File: src/rtl/wb_decoder.sv
// Wishbone address decoder and response mux. Upper address bits pick one peripheral, and the request is registered into BUSY.
// Latency: the ack comes 2+ cycles after the stb edge (1 cycle if unmapped). Unmapped or stalled accesses end with an error ack.
module wb_decoder #(
  parameter int              AddrW         = 4,
  parameter int              DataW         = 8,
  parameter int              PeriAddrW     = 2,
  parameter int              PeriN         = 4,
  parameter int              TimeoutCycles = 15,
  parameter logic [DataW-1:0] ErrData      = '0
) (
  input  logic                   clk_i,
  input  logic                   rst_ni,
  input  logic                   ctrl_wb_we_i,
  input  logic [AddrW-1:0]       ctrl_wb_adr_i,
  input  logic [DataW-1:0]       ctrl_wb_dat_i,
  input  logic                   ctrl_wb_stb_i,
  output logic [DataW-1:0]       ctrl_wb_dat_o,
  output logic                   ctrl_wb_ack_o,
  output logic                   peri_wb_we_o,
  output logic [PeriAddrW-1:0]   peri_wb_adr_o,
  output logic [DataW-1:0]       peri_wb_dat_o,
  output logic [PeriN-1:0]       peri_wb_stb_o,
  input  logic [PeriN*DataW-1:0] peri_wb_dat_i,
  input  logic [PeriN-1:0]       peri_wb_ack_i,
  output logic                   err_o,
  output logic [7:0]             err_cnt_o
);

  localparam int SelW   = AddrW - PeriAddrW;
  localparam int TimerW = (TimeoutCycles > 1) ? $clog2(TimeoutCycles) : 1;
  localparam logic [SelW:0]     PeriNLim  = (SelW+1)'(PeriN);
  localparam logic [TimerW-1:0] TimerLast = TimerW'(TimeoutCycles - 1);

  typedef enum logic [1:0] {IDLE, BUSY, RESP} state_e;

  state_e             state_q, state_d;
  logic               we_q;
  logic [AddrW-1:0]   adr_q;
  logic [DataW-1:0]   wdat_q;
  logic [DataW-1:0]   rdat_q;
  logic [TimerW-1:0]  timer_q;
  logic               err_q;
  logic [7:0]         err_cnt_q;

  logic [SelW-1:0]    sel_in;
  logic [SelW-1:0]    sel_q;
  logic               in_mapped;
  logic [PeriN-1:0]   sel_oh;
  logic [DataW-1:0]   sel_rdat;
  logic               sel_ack;
  logic               timeout;

  assign sel_in    = ctrl_wb_adr_i[AddrW-1:PeriAddrW];
  assign sel_q     = adr_q[AddrW-1:PeriAddrW];
  assign in_mapped = ({1'b0, sel_in} < PeriNLim);
  assign timeout   = (timer_q == TimerLast);

  // The one-hot select doubles as the strobe vector and the ack/data mask.
  always_comb begin
    sel_oh   = '0;
    sel_rdat = '0;
    for (int k = 0; k < PeriN; k++) begin
      sel_oh[k] = (sel_q == SelW'(k));
      if (sel_oh[k]) sel_rdat = peri_wb_dat_i[k*DataW +: DataW];
    end
  end

  assign sel_ack = |(sel_oh & peri_wb_ack_i);

  always_ff @(posedge clk_i or negedge rst_ni) begin
    if (!rst_ni) state_q <= IDLE;
    else         state_q <= state_d;
  end

  always_comb begin
    state_d = state_q;
    case (state_q)
      IDLE:    if (ctrl_wb_stb_i) state_d = in_mapped ? BUSY : RESP;
      BUSY:    if (sel_ack || timeout) state_d = RESP;
      RESP:    state_d = IDLE;
      default: state_d = IDLE;
    endcase
  end

  always_ff @(posedge clk_i or negedge rst_ni) begin
    if (!rst_ni) begin
      we_q      <= 1'b0;
      adr_q     <= '0;
      wdat_q    <= '0;
      rdat_q    <= '0;
      timer_q   <= '0;
      err_q     <= 1'b0;
      err_cnt_q <= '0;
    end else begin
      case (state_q)
        IDLE: if (ctrl_wb_stb_i) begin
          we_q    <= ctrl_wb_we_i;
          adr_q   <= ctrl_wb_adr_i;
          wdat_q  <= ctrl_wb_dat_i;
          timer_q <= '0;
          err_q   <= !in_mapped;
          if (!in_mapped) rdat_q <= ErrData;
        end
        // The ack is checked before the timeout, so an ack on the last timer cycle still completes normally.
        BUSY: begin
          if (sel_ack) begin
            rdat_q <= sel_rdat;
          end else if (timeout) begin
            err_q  <= 1'b1;
            rdat_q <= ErrData;
          end else begin
            timer_q <= timer_q + 1'b1;
          end
        end
        RESP: if (err_q && err_cnt_q != 8'hFF) err_cnt_q <= err_cnt_q + 8'd1;
        default: ;
      endcase
    end
  end

  assign ctrl_wb_ack_o = (state_q == RESP);
  assign err_o         = (state_q == RESP) && err_q;
  assign ctrl_wb_dat_o = rdat_q;
  assign peri_wb_stb_o = (state_q == BUSY) ? sel_oh : '0;
  assign peri_wb_we_o  = we_q;
  assign peri_wb_adr_o = adr_q[PeriAddrW-1:0];
  assign peri_wb_dat_o = wdat_q;
  assign err_cnt_o     = err_cnt_q;

endmodule

File: config.mk
export PLATFORM = sky130hd
export DESIGN_NAME = wb_decoder
export DESIGN_NICKNAME = d
export VERILOG_FILES = /design/src/rtl/wb_decoder.sv
export SDC_FILE = /design/constraint.sdc
export NUM_CORES = 1
export LEC_CHECK = 0
export BUFFER_PORTS_ARGS = -buffer_cell sky130_fd_sc_hd__buf_4
export CORE_ASPECT_RATIO = 0.9
export CORE_MARGIN = 2
export CORE_UTILIZATION = 50
export CTS_CLUSTER_DIAMETER = 200
export DETAILED_ROUTE_END_ITERATION = 7
export PLACE_DENSITY = 0.85
export SYNTH_ARGS = -nofsm -noshare
export SYNTH_HDL_FRONTEND = slang
export SYNTH_SLANG_ARGS = --single-unit
File: constraint.sdc
create_clock -name clk_i -period 3.6 [get_ports clk_i]
set_input_delay 0.54 -clock clk_i [delete_from_list [all_inputs] [get_ports clk_i]]
set_output_delay 0.54 -clock clk_i [all_outputs]
set_load 0.02 [all_outputs]
==> results of run 1 <==
## cell type report
class | instances | area (sq um)
Timing Repair Buffer | 84 | 631
Sequential cell | 36 | 901
Clock buffer | 6 | 72.6
Fill cell | 253 | 890
Inverter | 5 | 18.8
Tap cell | 44 | 55.1
Multi-Input combinational cell | 93 | 851
Clock inverter | 2 | 35.0
## final timing paths
check / startpoint / to / slack, ns
max: adr_q[2] / timer_q[1] / 1.49
min: rst_ni / ctrl_wb_dat_o[4] / 0.20
max reg2reg: adr_q[2] / timer_q[1] / 1.49
min reg2reg: timer_q[3] / timer_q[3] / 0.47
max in group asynchronous: rst_ni / peri_wb_dat_o[2] / 3.08
min in group clk_i: timer_q[3] / timer_q[3] / 0.47
## layer usage
metal	vias to the layer above	track usage [%]	share of wire, %
met5	-	0	0
met4	0	6.29	1.1
met3	6	8.78	6.3
met2	47	38.8	53
met1	716	24.6	39
li1	700	-	-
## cell usage after synthesis
cell type / n
dfrtp_1: 36
o311ai_2: 1
o311ai_1: 1
a22o_1: 8
xnor2_1: 2
nand3b_1: 2
buf_6: 1
buf_4: 3
nor2b_1: 2
nor3_1: 3
xor2_1: 2
o21ai_2: 1
o31ai_1: 1
mux4_2: 9
a21oi_1: 1
nand3_1: 4
clkbuf_1: 3
nor2_1: 4
or2_4: 1
or3b_2: 1
inv_1: 5
and2_1: 1
o311ai_0: 1
a211oi_1: 2
and3_1: 3
a2111oi_0: 1
ha_1: 3
mux2i_1: 2
o211ai_1: 2
nand2_1: 8
buf_2: 3
mux2_2: 15
nand2b_1: 2
nand4_1: 1
o21ai_0: 5
and4_1: 1
o21bai_1: 1
nor4_1: 2
## cell usage in the layout, fill, tap and decap left out, types with 3 or more instances in the layout
cell	n
ha_1	3
o21ai_0	5
inv_1	5
nand2_1	8
and3_1	3
clkbuf_8	5
nand3_1	4
mux2_2	15
dfrtp_1	36
mux4_2	9
a22o_1	8
buf_4	84
nor3_1	3
nor2_1	4
## power by group
part	leakage, nW	switching (mW)	internal [mW]
Sequential	0.457	0.168	0.552
Clock	0.0552	0.139	0.205
Combinational	0.725	0.409	0.474
Total	1.24	0.716	1.23
## cells by family after synthesis
kind of cell,Yosys count
buffers and inverters,15
XOR/XNOR,4
multiplexers,26
AO/OA/AOI/OAI,25
flip-flops,36
AND/OR/NAND/NOR,35
adder cells (fa/ha/maj),3
## sequential cells by signal (all words and copies together) (netlist names)
| signal | cells |
|---|---|
| adr_q | 4 |
| ctrl_wb_dat_o | 8 |
| err_cnt_o | 8 |
| err_q | 1 |
| peri_wb_dat_o | 8 |
| peri_wb_we_o | 1 |
| state_q | 2 |
| timer_q | 4 |
## worst max-delay path, stage by stage (launching register included)
cell,delay [ns]
dfrtp_1,0.75
mux4_2,0.68
or2_4,0.30
o311ai_1,0.27
==> impl_metrics.tcl, run 1 <==
set metrics [dict create \
    outcome "complete, no violations" \
    num_vias 1469 \
    wirelength_mm 4.38 \
    fin_area_sq_um 2560 \
    antenna_found_initial 0 \
    cts-htree-levels 2 \
    synthMuxAreaShare_pct 21.4 \
    via_per_inst 5.44 \
    grt_overflow_total 0 \
    die_h_um 61.4 \
    cts_inserted_buffers 5 \
    seq_area_frac_synth_pct 49.2 \
    fin_crit_ns 2.11 \
    drt_first_pass_iters 4 \
    place_area_sq_um 2460 \
    core_area_sq_um 3450 \
    required_ns 3.77 \
    syn_area_sq_um 1830 \
    reg2regPathDepth 3 \
    setup_ws_ns 1.49 \
    tns_ns 0 \
    cts_num_sinks 36 \
    synth.distinct_cells 38 \
    row_count 20 \
    rsz0062_at_grt "false" \
    synthSimpleGateAreaFrac_pct 10.4 \
    min_period_over_period_pct 58.6 \
    grt_usage_pct 21.9 \
    max_cap_violations 0 \
    slew_headroom_pct 57.8 \
    clkTransAtPathRegs_ns 0.07 \
    io_buffers 84 \
    synth_compound_area_share_pct 10.7 \
    finalSetupViolCount 0 \
    drive_above_1_share_pct 52.7 \
    fin_util_pct 74.2 \
    wire_per_inst_um 16.2 \
    cts_resized 0 \
    avgSynthCellArea_sq_um 12.7 \
    hold_viol_final 0 \
    holdWs_ns 0.200 \
    postCtsHoldBufs 0 \
    post_cts.repair.setup_buffers 0 \
    hp-class "primary input to asynchronous set/reset pin" \
    slew_violations 0 \
    dp_hpwl_mm 3.39 \
    dr.first_iter.drc_count 86 \
    placed_cells 262 \
    die_w_um 67.8 \
    pre_cts_ws_ns 1.43 \
    start_util_pct 53.0 \
    final_cells 270 \
    place_congestion 0.766 \
    yosysTopAreaCellShare_pct 49.2 \
    cp.arrival_ns 2.28 \
    max_freq_mhz 474 \
    finalPower_mw 1.95 \
    grt_pass1_vias 1497 \
    worst_slew_pin_slew_ns 0.632 \
    syn_inst 144 \
    cp-end-kind "flip-flop" \
    synth_seq_cells 36 \
    grt_max_degree 37 \
    nNetsFinal 280 \
    p_leak_nw 1.24 \
    start_kind "flip-flop" \
    worstPathMaxFanout 14 \
    criticalPathCategory "flip-flop to flip-flop" \
    ctsLongestPathBuffers 2 \
    drc 0 \
    power_density_nw_per_um2 760 \
    antenna_cells 0 \
    synthXorXnorAreaFrac_pct 1.91 \
    yosysWarnings 0 \
    cts_tree "yes" \
    synthToLayoutAreaGrowth_pct 40.1 \
    die_area_sq_um 4160 \
    grt_pass1_wl_mm 6.54 \
    synth_top_cell_by_area "dfrtp_1" \
    syn_nets 199 \
    synth_top_family_by_area "multiplexers" \
    yosys.area_share.adder_pct 2.05 \
    root_buffer "clkbuf_8" \
    synth_area_leaders "dfrtp_1, mux4_2, mux2_2, a22o_1, ha_1" \
    ir_drop_uv 539 \
    clk_latency_ns 0.29 \
    ios 85 \
    clock_skew_ns 0.00899 \
    antenna_left 0 \
]
Note: power is estimated with default switching activity, not from simulation.
==> run 2: changes to the inputs <==
--- a/config.mk
+++ b/config.mk
@@ -8,10 +8,10 @@
 export BUFFER_PORTS_ARGS = -buffer_cell sky130_fd_sc_hd__buf_4
 export CORE_ASPECT_RATIO = 0.9
 export CORE_MARGIN = 2
-export CORE_UTILIZATION = 50
+export CORE_UTILIZATION = 46
 export CTS_CLUSTER_DIAMETER = 200
 export DETAILED_ROUTE_END_ITERATION = 7
-export PLACE_DENSITY = 0.85
+export PLACE_DENSITY = 0.79
 export SYNTH_ARGS = -nofsm -noshare
 export SYNTH_HDL_FRONTEND = slang
 export SYNTH_SLANG_ARGS = --single-unit
==> constraint.sdc (replaced) <==
create_clock -name clk_i -period 2.1 [get_ports clk_i]
set_input_delay 0.315 -clock clk_i [delete_from_list [all_inputs] [get_ports clk_i]]
set_output_delay 0.315 -clock clk_i [all_outputs]
set_load 0.02 [all_outputs]
==> run 2 against run 1 <==
Against the previous run: die area is 8.1% higher; largest cell class unchanged; clock skew shrank 0.0048 ns; highest routed layer unchanged; cell count rose by 1.9%; routed wire length down 5.7%; combinational power is 86% higher; first-iteration DRC count fell by 13%; count of clock-buffer cells in the layout fell by 1; worst setup slack worse by 1.2 ns; total power grew 73%; via count is essentially flat; sequential power is 58% higher; final area grew 1.2%.
==> impl_metrics.tcl, run 2 (synthesized netlist as in run 1, its figures left out) <==
set metrics [dict create \
    grt_usage_pct 19.7 \
    min_period_over_period_pct 88.6 \
    max_freq_mhz 538 \
    rsz0062_at_grt "false" \
    cp_slowest_cell "dfrtp_1" \
    outcome "complete, no violations" \
    antenna_cells 0 \
    dp_hpwl_mm 3.21 \
    place_congestion 0.781 \
    ctsLongestPathBuffers 2 \
    clkTransAtPathRegs_ns 0.07 \
    drc 0 \
    via_per_inst 5.34 \
    drt_first_pass_iters 4 \
    antenna_found_initial 0 \
    path_buf_inv 1 \
    required_ns 1.78 \
    pre_cts_ws_ns 0.461 \
    slew_headroom_pct 67.8 \
    start_util_pct 48.7 \
    row_count 21 \
    fin_crit_ns 1.86 \
    cts_num_sinks 36 \
    drive_above_1_share_pct 53.3 \
    start_kind "flip-flop" \
    cp.arrival_ns 1.54 \
    max_cap_violations 0 \
    min-delay-start "ctrl_wb_dat_i[0]" \
    reg2regPathDepth 3 \
    post_cts.repair.setup_buffers 0 \
    io_buffers 84 \
    crit-reg2reg-launch "adr_q[2]" \
    reg2reg_to "ctrl_wb_dat_o[2]" \
    slew_violations 0 \
    dr.first_iter.drc_count 75 \
    cts_resized 0 \
    criticalPathCategory "flip-flop to output pin" \
    ios 85 \
    ir_drop_uv 845 \
    crit_family "simple AND/OR/NAND/NOR gates" \
    setup_ws_ns 0.240 \
    wirelength_mm 4.13 \
    fin_area_sq_um 2590 \
    nNetsFinal 283 \
    hp-class "primary input to flip-flop" \
    cts_inserted_buffers 5 \
    hold_path_end "peri_wb_dat_o[0]" \
    die_h_um 63.8 \
    worst-path-stages 3 \
    synthToLayoutAreaGrowth_pct 41.8 \
    cts-htree-levels 2 \
    die_w_um 70.5 \
    hold_depth 2 \
    worstPathMaxFanout 10 \
    power_density_nw_per_um2 1300 \
    layout_common_cells "buf_4, dfrtp_1, mux2_2, mux4_2" \
    slowest_delay_ns 0.49 \
    worst-r2r-setup-slack_ns 0.48 \
    place_area_sq_um 2470 \
    finalSetupViolCount 0 \
    crit_chain "nor2b_1, and3_1, buf_4" \
    clk_latency_ns 0.29 \
    clock_skew_ns 0.00421 \
    cp-end-kind "output pin" \
    postCtsHoldBufs 1 \
    antenna_left 0 \
    cts_tree "yes" \
    hold_viol_final 0 \
    die_area_sq_um 4500 \
    root_buffer "clkbuf_8" \
    final_common_cell "buf_4" \
    wire_per_inst_um 15.0 \
    grt_pass1_vias 1525 \
    worst_slew_pin_slew_ns 0.471 \
    num_vias 1468 \
    core_area_sq_um 3760 \
    grt_overflow_total 0 \
    tns_ns 0 \
    grt_pass1_wl_mm 6.95 \
    n_fill_cell 298 \
    p_leak_nw 1.25 \
    grt_max_degree 37 \
]
## run 2: cell types whose count changed in the layout (fill, tap and decap cells not counted)
cell | before | now
clkinvlp_4 | 0 | 1
clkbuf_1 | 1 | 0
dlygate4sd3_1 | 0 | 1
buf_4 | 84 | 86
## run 2: worst reg2reg max path, delay by kind of cell (launching register included)
kind,cells,cell delay (ns)
AO/OA/AOI/OAI,2,0.59
multiplexers,1,0.60
flip-flops,1,0.37
## run 2: worst max-delay path by stage
| stage | endpoint | startpoint |
|---|---|---|
| after floorplan | ctrl_wb_dat_o[1] | adr_q[2] |
| after global placement | timer_q[1] | peri_wb_ack_i[3] |
| after detailed placement | timer_q[3] | peri_wb_ack_i[3] |
| after CTS | peri_wb_stb_o[2] | state_q[0] |
| after global routing | peri_wb_stb_o[1] | state_q[0] |
| final | peri_wb_stb_o[3] | state_q[0] |
## run 2: where the power goes
| group | switching, mW | internal, mW | leakage, nW |
|---|---|---|---|
| clock | 0.246 | 0.351 | 0.0541 |
| combinational | 0.798 | 0.839 | 0.739 |
| sequential | 0.193 | 0.948 | 0.457 |
## run 2: cell type report
type	count	area, sq um	share of cell area [%]
Multi-Input combinational cell	93	851	32.8
Timing Repair Buffer	87	656	25.3
Sequential cell	36	901	34.7
Tap cell	46	57.6	2.22
Inverter	5	18.8	0.723
Clock inverter	3	42.5	1.64
Clock buffer	5	68.8	2.65
## run 2: metal layers
layer | track usage (%) | wire [um]
met1 | 25.3 | 1720
met2 | 31.5 | 2090
met3 | 6.15 | 282
met4 | 6.73 | 35
met5 | 0 | 0
## run 2: through the flow
stage	util, %	hold slack, ns	cells	total power, mW
finish	69.1	0.259	275	3.37
global route	69.1	0.251	275	3.59
CTS	69.1	0.252	275	3.41
detailed placement	65.8	0.294	266	2.80
global placement	65.8	0.294	266	2.77
floorplan	-	0.0194	144	2.24
==> run 3: changes to the inputs <==
--- a/config.mk
+++ b/config.mk
@@ -6,12 +6,14 @@
 export NUM_CORES = 1
 export LEC_CHECK = 0
 export BUFFER_PORTS_ARGS = -buffer_cell sky130_fd_sc_hd__buf_4
+export CELL_PAD_IN_SITES_DETAIL_PLACEMENT = 1
+export CELL_PAD_IN_SITES_GLOBAL_PLACEMENT = 1
 export CORE_ASPECT_RATIO = 0.9
-export CORE_MARGIN = 2
-export CORE_UTILIZATION = 46
+export CORE_MARGIN = 3
+export CORE_UTILIZATION = 35
 export CTS_CLUSTER_DIAMETER = 200
 export DETAILED_ROUTE_END_ITERATION = 7
-export PLACE_DENSITY = 0.79
+export PLACE_DENSITY_LB_ADDON = 0.1
 export SYNTH_ARGS = -nofsm -noshare
 export SYNTH_HDL_FRONTEND = slang
 export SYNTH_SLANG_ARGS = --single-unit
==> run 3 against run 2 <==
Against the previous run: count of clock-buffer cells in the layout stayed put; worst setup slack got worse by 0.032 ns; clock skew rose by 0.0040 ns; sequential power about the same; hold slack improved by 0.0075 ns; routed wire length increased by 22%; flip-flop and latch count is the same; non-clock buffer count stayed put; first-iteration DRC count is 11% lower; fmax fell by 1.7%; largest power group unchanged; highest routed layer unchanged.
==> impl_metrics.tcl, run 3 (synthesized netlist as in run 1, its figures left out) <==
set metrics [dict create \
    clock_skew_ns 0.00823 \
    dp_hpwl_mm 3.98 \
    ctsLongestPathBuffers 2 \
    root_buffer "clkbuf_8" \
    hp-class "primary input to flip-flop" \
    layout_common_cells "buf_4, dfrtp_1, mux2_2, mux4_2" \
    start_kind "flip-flop" \
    criticalPathCategory "flip-flop to output pin" \
    cts_tree "yes" \
    pre_cts_ws_ns 0.379 \
    drt-met1-wl_mm 1.90 \
    ir_drop_uv 643 \
    grt_max_degree 37 \
    grt_overflow_total 0 \
    die_area_sq_um 6130 \
    antenna_cells 0 \
    die_h_um 74.6 \
    core_area_sq_um 4950 \
    required_ns 1.78 \
    drc 0 \
    wire_per_inst_um 17.4 \
    antenna_found_initial 0 \
    num_vias 1538 \
    slew_headroom_pct 61.5 \
    cts_inserted_buffers 5 \
    start_util_pct 36.9 \
    worstPathMaxFanout 10 \
    place_congestion 0.772 \
    cp-end-kind "output pin" \
    final_common_cell "buf_4" \
    nNetsFinal 283 \
    routed-wl-met2_mm 2.79 \
    cts-htree-levels 2 \
    io_buffers 84 \
    post_cts.repair.setup_buffers 0 \
    setup_ws_ns 0.209 \
    slowest_delay_ns 0.50 \
    fin_crit_ns 1.89 \
    hold_viol_final 0 \
    dr.first_iter.drc_count 67 \
    grt_pass1_wl_mm 7.94 \
    min_period_over_period_pct 90.1 \
    p_leak_nw 1.23 \
    grt_pass1_vias 1673 \
    max_freq_mhz 529 \
    cts_num_sinks 36 \
    cts_resized 0 \
    cp_slowest_cell "dfrtp_1" \
    max_cap_violations 0 \
    wl_met3_um 280 \
    outcome "complete, no violations" \
    clkTransAtPathRegs_ns 0.06 \
    die_w_um 82.2 \
    power_density_nw_per_um2 1260 \
    row_count 24 \
    finalSetupViolCount 0 \
    maxUsedRoutingLayer "met4" \
    clk_latency_ns 0.28 \
    worst_slew_pin_slew_ns 0.563 \
    rsz0062_at_grt "false" \
    synthToLayoutAreaGrowth_pct 40.7 \
    wirelength_mm 5.05 \
    tns_ns 0 \
    slew_violations 0 \
    ios 85 \
    drt_first_pass_iters 4 \
    cp.arrival_ns 1.58 \
    antenna_left 0 \
    grt_usage_pct 17.2 \
    crit_chain "nor2b_1, nand2_1, nor2_1, buf_4" \
    via_per_inst 5.29 \
    drive_above_1_share_pct 52.7 \
]
## run 3: cell type report
type / instances / area [sq um]
clock buffers: 5 / 68.8
flip-flops and latches: 36 / 901
inverters: 5 / 18.8
well taps: 65 / 81.3
fillers: 553 / 2380
multi-input cells: 93 / 851
repair buffers: 87 / 656
## run 3: metal layers
layer / vias to the layer above / GRT usage (%)
li1: 700 / -
met1: 784 / 19.6
met2: 46 / 31.0
met3: 8 / 5.33
met4: 0 / 4.80
met5: - / 0
## run 3: metrics by stage
| stage | total power, mW | utilization [%] | cells | hold slack [ns] | cell area, sq um |
|---|---|---|---|---|---|
| final | 3.24 | 52.0 | 291 | 0.266 | 2580 |
| after global routing | 3.47 | 52.0 | 291 | 0.254 | 2580 |
| after CTS | 3.29 | 52.0 | 291 | 0.262 | 2580 |
| after detailed placement | 2.84 | 50.4 | 285 | 0.305 | 2500 |
| after global placement | 2.77 | 50.4 | 285 | 0.295 | 2500 |
| after floorplan | 2.24 | - | 144 | 0.0194 | 1830 |
## run 3: worst max-delay path, delay by kind of cell (launching register included)
kind,cells,cell delay [ns]
flip-flops,1,0.50
AND/OR/NAND/NOR,3,0.65
buffers and inverters,1,0.16
## run 3: worst paths after layout
check	start	end	slack [ns]	cells after the start
setup / recovery	state_q[0]	peri_wb_stb_o[1]	0.21	4
hold / removal	ctrl_wb_dat_i[6]	peri_wb_dat_o[6]	0.27	2
setup reg to reg	adr_q[2]	ctrl_wb_dat_o[1]	0.42	3
hold reg to reg	timer_q[3]	timer_q[3]	0.49	1
max in group asynchronous	rst_ni	adr_q[2]	1.22	2
min in group asynchronous	rst_ni	err_cnt_o[2]	0.53	2
## run 3: what timing repair did
action / 4_1_cts / 5_1_grt
endpoints found under the hold margin: 4 / 0
hold buffers: 1 / 0
endpoints found under the setup margin: 0 / 0
## run 3: power by group
group,switching (mW),total [mW],internal [mW]
combinational,0.829,1.67,0.839
sequential,0.191,1.14,0.948
clock,0.219,0.432,0.214
